--- config.mk ---
export PLATFORM = sky130hd
export DESIGN_NAME = pc_gen
export DESIGN_NICKNAME = d
export VERILOG_FILES = /design/src/rtl/pc_pkg.sv /design/src/rtl/pc_ras.sv /design/src/rtl/pc_gen.sv
export SDC_FILE = /design/constraint.sdc
export NUM_CORES = 1
export LEC_CHECK = 0
export ABC_AREA = 1
export CORE_UTILIZATION = 25
export CTS_CLUSTER_DIAMETER = 50
export DETAILED_ROUTE_END_ITERATION = 16
export SKIP_LAST_GASP = 1
export SLEW_MARGIN = 40
export SYNTH_ARGS = -nofsm -noshare
export SYNTH_HDL_FRONTEND = slang
export SYNTH_SLANG_ARGS = --single-unit
--- constraint.sdc ---
create_clock -name clk -period 3.7 [get_ports clk]
set_clock_uncertainty 0.05 [all_clocks]
set_input_delay 0.74 -clock clk [delete_from_list [all_inputs] [get_ports clk]]
set_output_delay 0.74 -clock clk [all_outputs]
set_load 0.02 [all_outputs]
--- src/rtl/pc_pkg.sv ---
// Shared constants and next-PC source encoding for the fetch-stage PC generator.
// The source enum is also intended for debug/trace consumers.
package pc_pkg;

   localparam int unsigned PC_INC      = 4;
   localparam int unsigned IALIGN_BITS = 2;

   typedef enum logic [2:0] {
      SEL_TRAP,
      SEL_REDIR,
      SEL_HOLD,
      SEL_RAS,
      SEL_SEQ
   } pc_sel_e;

endpackage

--- src/rtl/pc_ras.sv ---
// Circular return-address stack: ptr names the top entry, count saturates at DEPTH
// so that an overflowing push silently overwrites the oldest return address.
module pc_ras #(
   parameter int XLEN  = 32,
   parameter int DEPTH = 4
) (
   input  logic            clk,
   input  logic            reset_n,
   input  logic            push,
   input  logic            pop,
   input  logic [XLEN-1:0] push_data,
   input  logic            flush,
   output logic [XLEN-1:0] top,
   output logic            empty
);

   localparam int PW = $clog2(DEPTH);
   localparam int CW = PW + 1;

   logic [PW-1:0]   ptr;
   logic [CW-1:0]   count;
   logic [XLEN-1:0] mem [DEPTH];

   logic            pop_ok;
   logic            wr_en;
   logic [PW-1:0]   wr_idx;

   assign empty  = (count == '0);
   assign top    = mem[ptr];
   assign pop_ok = pop && !empty;

   // A simultaneous pop+push reuses the popped slot, leaving ptr and count untouched.
   always_comb begin
      wr_en  = push && !flush;
      wr_idx = pop_ok ? ptr : ptr + PW'(1);
   end

   always_ff @(posedge clk or negedge reset_n) begin
      if (!reset_n) begin
         ptr   <= '0;
         count <= '0;
      end else if (flush) begin
         count <= '0;
      end else if (pop_ok && push) begin
         ptr   <= ptr;
         count <= count;
      end else if (pop_ok) begin
         ptr   <= ptr - PW'(1);
         count <= count - CW'(1);
      end else if (push) begin
         ptr <= ptr + PW'(1);
         if (count != CW'(DEPTH))
            count <= count + CW'(1);
      end
   end

   always_ff @(posedge clk) begin
      if (wr_en)
         mem[wr_idx] <= push_data;
   end

endmodule

--- src/rtl/pc_gen.sv ---
// Fetch-stage program counter: strict-priority next-PC select (trap, redirect,
// stall, RAS prediction, sequential) with a one-cycle misaligned-target flag.
module pc_gen #(
   parameter int              XLEN      = 32,
   parameter logic [XLEN-1:0] RESET_VEC = '0,
   parameter int              RAS_DEPTH = 4
) (
   input  logic            clk,
   input  logic            reset_n,
   input  logic            stall,
   input  logic            redirect_valid,
   input  logic [XLEN-1:0] redirect_pc,
   input  logic            redirect_flush,
   input  logic            trap_valid,
   input  logic [XLEN-1:0] trap_pc,
   input  logic            call_f,
   input  logic            ret_f,
   output logic [XLEN-1:0] pc,
   output logic [XLEN-1:0] pc_plus4,
   output logic            ras_empty,
   output logic            misalign
);

   import pc_pkg::*;

   function automatic logic [XLEN-1:0] align_tgt(input logic [XLEN-1:0] a);
      return {a[XLEN-1:IALIGN_BITS], {IALIGN_BITS{1'b0}}};
   endfunction

   function automatic logic is_misaligned(input logic [XLEN-1:0] a);
      return |a[IALIGN_BITS-1:0];
   endfunction

   pc_sel_e         sel;
   logic [XLEN-1:0] pc_next;
   logic            tgt_mis;
   logic [XLEN-1:0] ras_top;
   logic            ras_push;
   logic            ras_pop;
   logic            ras_flush;

   assign pc_plus4 = pc + XLEN'(PC_INC);

   always_comb begin
      sel = SEL_SEQ;
      if (trap_valid)
         sel = SEL_TRAP;
      else if (redirect_valid)
         sel = SEL_REDIR;
      else if (stall)
         sel = SEL_HOLD;
      else if (ret_f && !ras_empty)
         sel = SEL_RAS;
   end

   always_comb begin
      pc_next = pc_plus4;
      tgt_mis = 1'b0;
      unique case (sel)
         SEL_TRAP: begin
            pc_next = align_tgt(trap_pc);
            tgt_mis = is_misaligned(trap_pc);
         end
         SEL_REDIR: begin
            pc_next = align_tgt(redirect_pc);
            tgt_mis = is_misaligned(redirect_pc);
         end
         SEL_HOLD: pc_next = pc;
         SEL_RAS:  pc_next = ras_top;
         default:  pc_next = pc_plus4;
      endcase
   end

   // The stack only moves when fetch actually advances down the predicted path.
   assign ras_pop   = (sel == SEL_RAS);
   assign ras_push  = call_f && ((sel == SEL_SEQ) || (sel == SEL_RAS));
   assign ras_flush = trap_valid || (redirect_valid && redirect_flush);

   pc_ras #(
      .XLEN  (XLEN),
      .DEPTH (RAS_DEPTH)
   ) u_ras (
      .clk       (clk),
      .reset_n   (reset_n),
      .push      (ras_push),
      .pop       (ras_pop),
      .push_data (pc_plus4),
      .flush     (ras_flush),
      .top       (ras_top),
      .empty     (ras_empty)
   );

   always_ff @(posedge clk or negedge reset_n) begin
      if (!reset_n) begin
         pc       <= RESET_VEC;
         misalign <= 1'b0;
      end else begin
         pc       <= pc_next;
         misalign <= tgt_mis;
      end
   end

endmodule
==> results of run 1 <==
==> worst max-delay path: cells and delay by family (launching register included) <==
family,cells,cell delay (ps)
buffers and inverters,1,700
xor gates and xnor gates,1,460
and+or+nand+nor,2,420
DFF,1,420
adders and majority gates,1,300
==> layout by cell type (no fill, tap or decap), types with 3 or more instances in the layout <==
master,count
nand3_1,111
nor2_4,5
inv_1,60
nand2_2,5
nand2_4,3
dfrtp_1,37
a21oi_1,6
nand4_1,19
xor2_1,4
clkinv_4,3
buf_4,20
o21ai_0,17
nor2_2,4
clkbuf_16,17
nor3_4,4
dlymetal6s2s_1,3
inv_6,4
nand2_1,466
clkdlybuf4s50_1,133
edfxtp_1,128
nor2_1,124
inv_2,6
==> metal layers <==
layer | routed length, um | vias up
li1 | - | 3688
met1 | 12300 | 3526
met2 | 13300 | 215
met3 | 1420 | 33
met4 | 756 | 0
met5 | 0 | -
==> sequential cells by signal, summed over array words and instances (netlist names) <==
signal       cells
u_ras.ptr        2
u_ras.count      3
misalign         1
u_ras.mem      128
pc              32
==> power groups by stage <==
stage | clock network [mW] | registers (mW) | logic (mW)
after global placement | 0 | 2.31 | 1.45
after floorplan | 0 | 2.30 | 0.846
after detailed placement | 0 | 2.31 | 1.47
final | 1.77 | 2.28 | 1.46
after global routing | 1.87 | 2.30 | 1.61
after CTS | 1.79 | 2.28 | 1.47
==> layout make-up <==
cell class                      count  share of cell area
Antenna cell                        1            0.000224
Clock buffer                       20              0.0401
Clock inverter                     12              0.0127
Inverter                           68              0.0233
Multi-Input combinational cell    783               0.305
Sequential cell                   166               0.430
Tap cell                          448              0.0503
Timing Repair Buffer              158               0.138
==> Yosys cell counts, types with 4 or more instances <==
cell type | n | area (um^2)
buf_2 | 20 | 100
clkbuf_1 | 12 | 45.0
nand3_1 | 111 | 556
o21ai_0 | 17 | 85.1
nand4_1 | 19 | 119
nor2_1 | 125 | 469
nand2_2 | 4 | 25.0
nor2_4 | 5 | 56.3
inv_2 | 6 | 22.5
dfrtp_1 | 38 | 951
nand2_1 | 467 | 1750
edfxtp_1 | 128 | 3840
inv_1 | 60 | 225
xor2_1 | 5 | 43.8
buf_4 | 4 | 30.0
a21oi_1 | 6 | 30.0
buf_6 | 6 | 67.6
==> kinds of logic after synthesis <==
| kind of cell | Yosys count | share of synthesized area |
|---|---|---|
| buf+inv | 111 | 0.0586 |
| xor+xnor | 7 | 0.00709 |
| simple gates | 744 | 0.357 |
| fa+ha+maj | 3 | 0.00434 |
| flops | 166 | 0.554 |
| compound gates | 29 | 0.0187 |
==> per-stage QoR <==
| step | instance area (um^2) | instances |
|---|---|---|
| 3_3_place_gp | 10500 | 1623 |
| 3_5_place_dp | 10500 | 1623 |
| 5_1_grt | 11100 | 1656 |
| 2_1_floorplan | 8660 | 1060 |
| 4_1_cts | 11100 | 1655 |
| 6_report | 11100 | 1656 |
==> what timing repair did <==
item                                    4_1_cts  5_1_grt
hold buffers                                  0        0
endpoints found under the setup margin        1        7
resized for setup                             1        6
==> final timing paths <==
kind                               from  slack [ps]              end
setup / recovery                  pc[2]         170      pc_plus4[8]
hold / removal                  reset_n         300            pc[8]
setup reg to reg           u_ras.ptr[1]        1220  u_ras.mem[1][5]
hold reg to reg                   pc[3]         500            pc[3]
max in group asynchronous       reset_n        2560     u_ras.ptr[1]
min in group clk                  pc[3]         500            pc[3]
==> results.md, run 1 <==
* # fillers at 3479
* RSZ-0062 raised after global routing: false
* Worst path max stage delay at 700 ps
* Final Max Slew Viols at 0
* Synthesized area per cell at 8.16 um^2
* Detail-routed via count per cell at 4.51
* Async set-reset flop share out of synthesis at 0.229
* Status: complete, no violations
* Grt total ovfl at 0
* Syn_nets at 1135
* Clk slew on worst S/H paths at 60 ps
* Initial Util at 0.256
* CP endpoint kind: output pin
* Worst vdd ir at 0.272 mV
* Post-Syn Area at 0.00865 mm^2
* Detailed-route wire length per cell at 16.8 um
* Net Sw Power at 1.84 mW
* Max cap viols at 0
* Post-detailed-routing wire length at 27.8 mm
* Clock root cell: clkbuf_16
* CTS tree: done
* Slew headroom at 0.532
* Fin crit share at 0.954
* Worst-case clock buffer depth at 2
* Die Width at 188 um
* CP max stage cell: clkdlybuf4s50_1
* Clock power share at 0.321
* Total Power at 5.51 mW
* Vias at 7462
* Post-synth EDFFs at 128
* Vias in the first global route at 7020
* Yosys warns at 0
* Synthesized flop and latch total at 166
* Layout cell share with drive strength beyond 1 at 0.0729
* PwrDens at 494 mW/mm^2
* Initial DRT Pass Iterations at 6
* Sink Count at 166
* Total leakage power at 4.70 nW
* Top_reg_cell synth: edfxtp_1
* Area taken by multi-input logic gates at 0.00340 mm^2
* DRC at 0
* Internal power at 3.67 mW
* DRT iter0 DRCs at 571
* CTS buffer count at 17
* Cells after Synth at 1060
* Row count at 67
* Max FO, Critical Path at 6
* Largest net degree at the start of global routing at 46
* Critical Path, Cell by Cell: ha_2 -> nand3_2 -> nor2_2 -> xor2_1 -> clkdlybuf4s50_1
* Setup violators final at 0
* Met2 usage at 0.257
* Sequential Power Share at 0.414
* Antenna-violating nets left at 0
* Clock Latency Late Sink at 430 ps
* Comb pwr share at 0.265
* Hold/Removal Path Class: input pin to async pin
* Hpwl dp at 20.4 mm
* Global placer's final weighted congestion at 0.892
* GRT Max-Usage Layer: met2
* Final hold violations at 0
* Core region area at 0.0338 mm^2
* Fmax at 0.283 GHz
* Sum of negative setup slack at 0 ps
* Hold slack at 303 ps
* Pre-CTS setup slack at 395 ps
* CP arrival at 2740 ps
* Synth-to-layout area growth at 28.9%
* Die H at 188 um
* Final Util at 0.330
* Grt met1 use at 0.203
* Startpoint types: register
* Htree depth at 4
* Post-synthesis sequential area ratio at 0.554
* GRT Resource Usage Total at 0.159
* WP data required at 2910 ps
* Reg2reg path depth at 7
* Reg area at 0.00480 mm^2
* Die Area at 0.0353 mm^2
* Initial antenna violation count at 1
* WS Path Type: register to output pin
* Final net count at 1269
* Distinct cells, synth at 34
* Met3 Use GR at 0.0352
* Fin crit period at 3530 ps
* Switching share of power at 0.334
* First-pass GRT wire length at 41.8 mm
* IO Port Bufs at 137
* Final WS setup at 169 ps
* Setup Fix Bufs, Post-CTS at 0
* Slew @ Worst Pin at 702 ps
* IO Pins at 138
Note: power is estimated with default switching activity, not from simulation.
==> run 2: changes to the inputs <==
- CTS_CLUSTER_DIAMETER: 50 -> 40
==> results of run 2 <==
The final DEF is identical to that of run 1; final timing and power are the same.
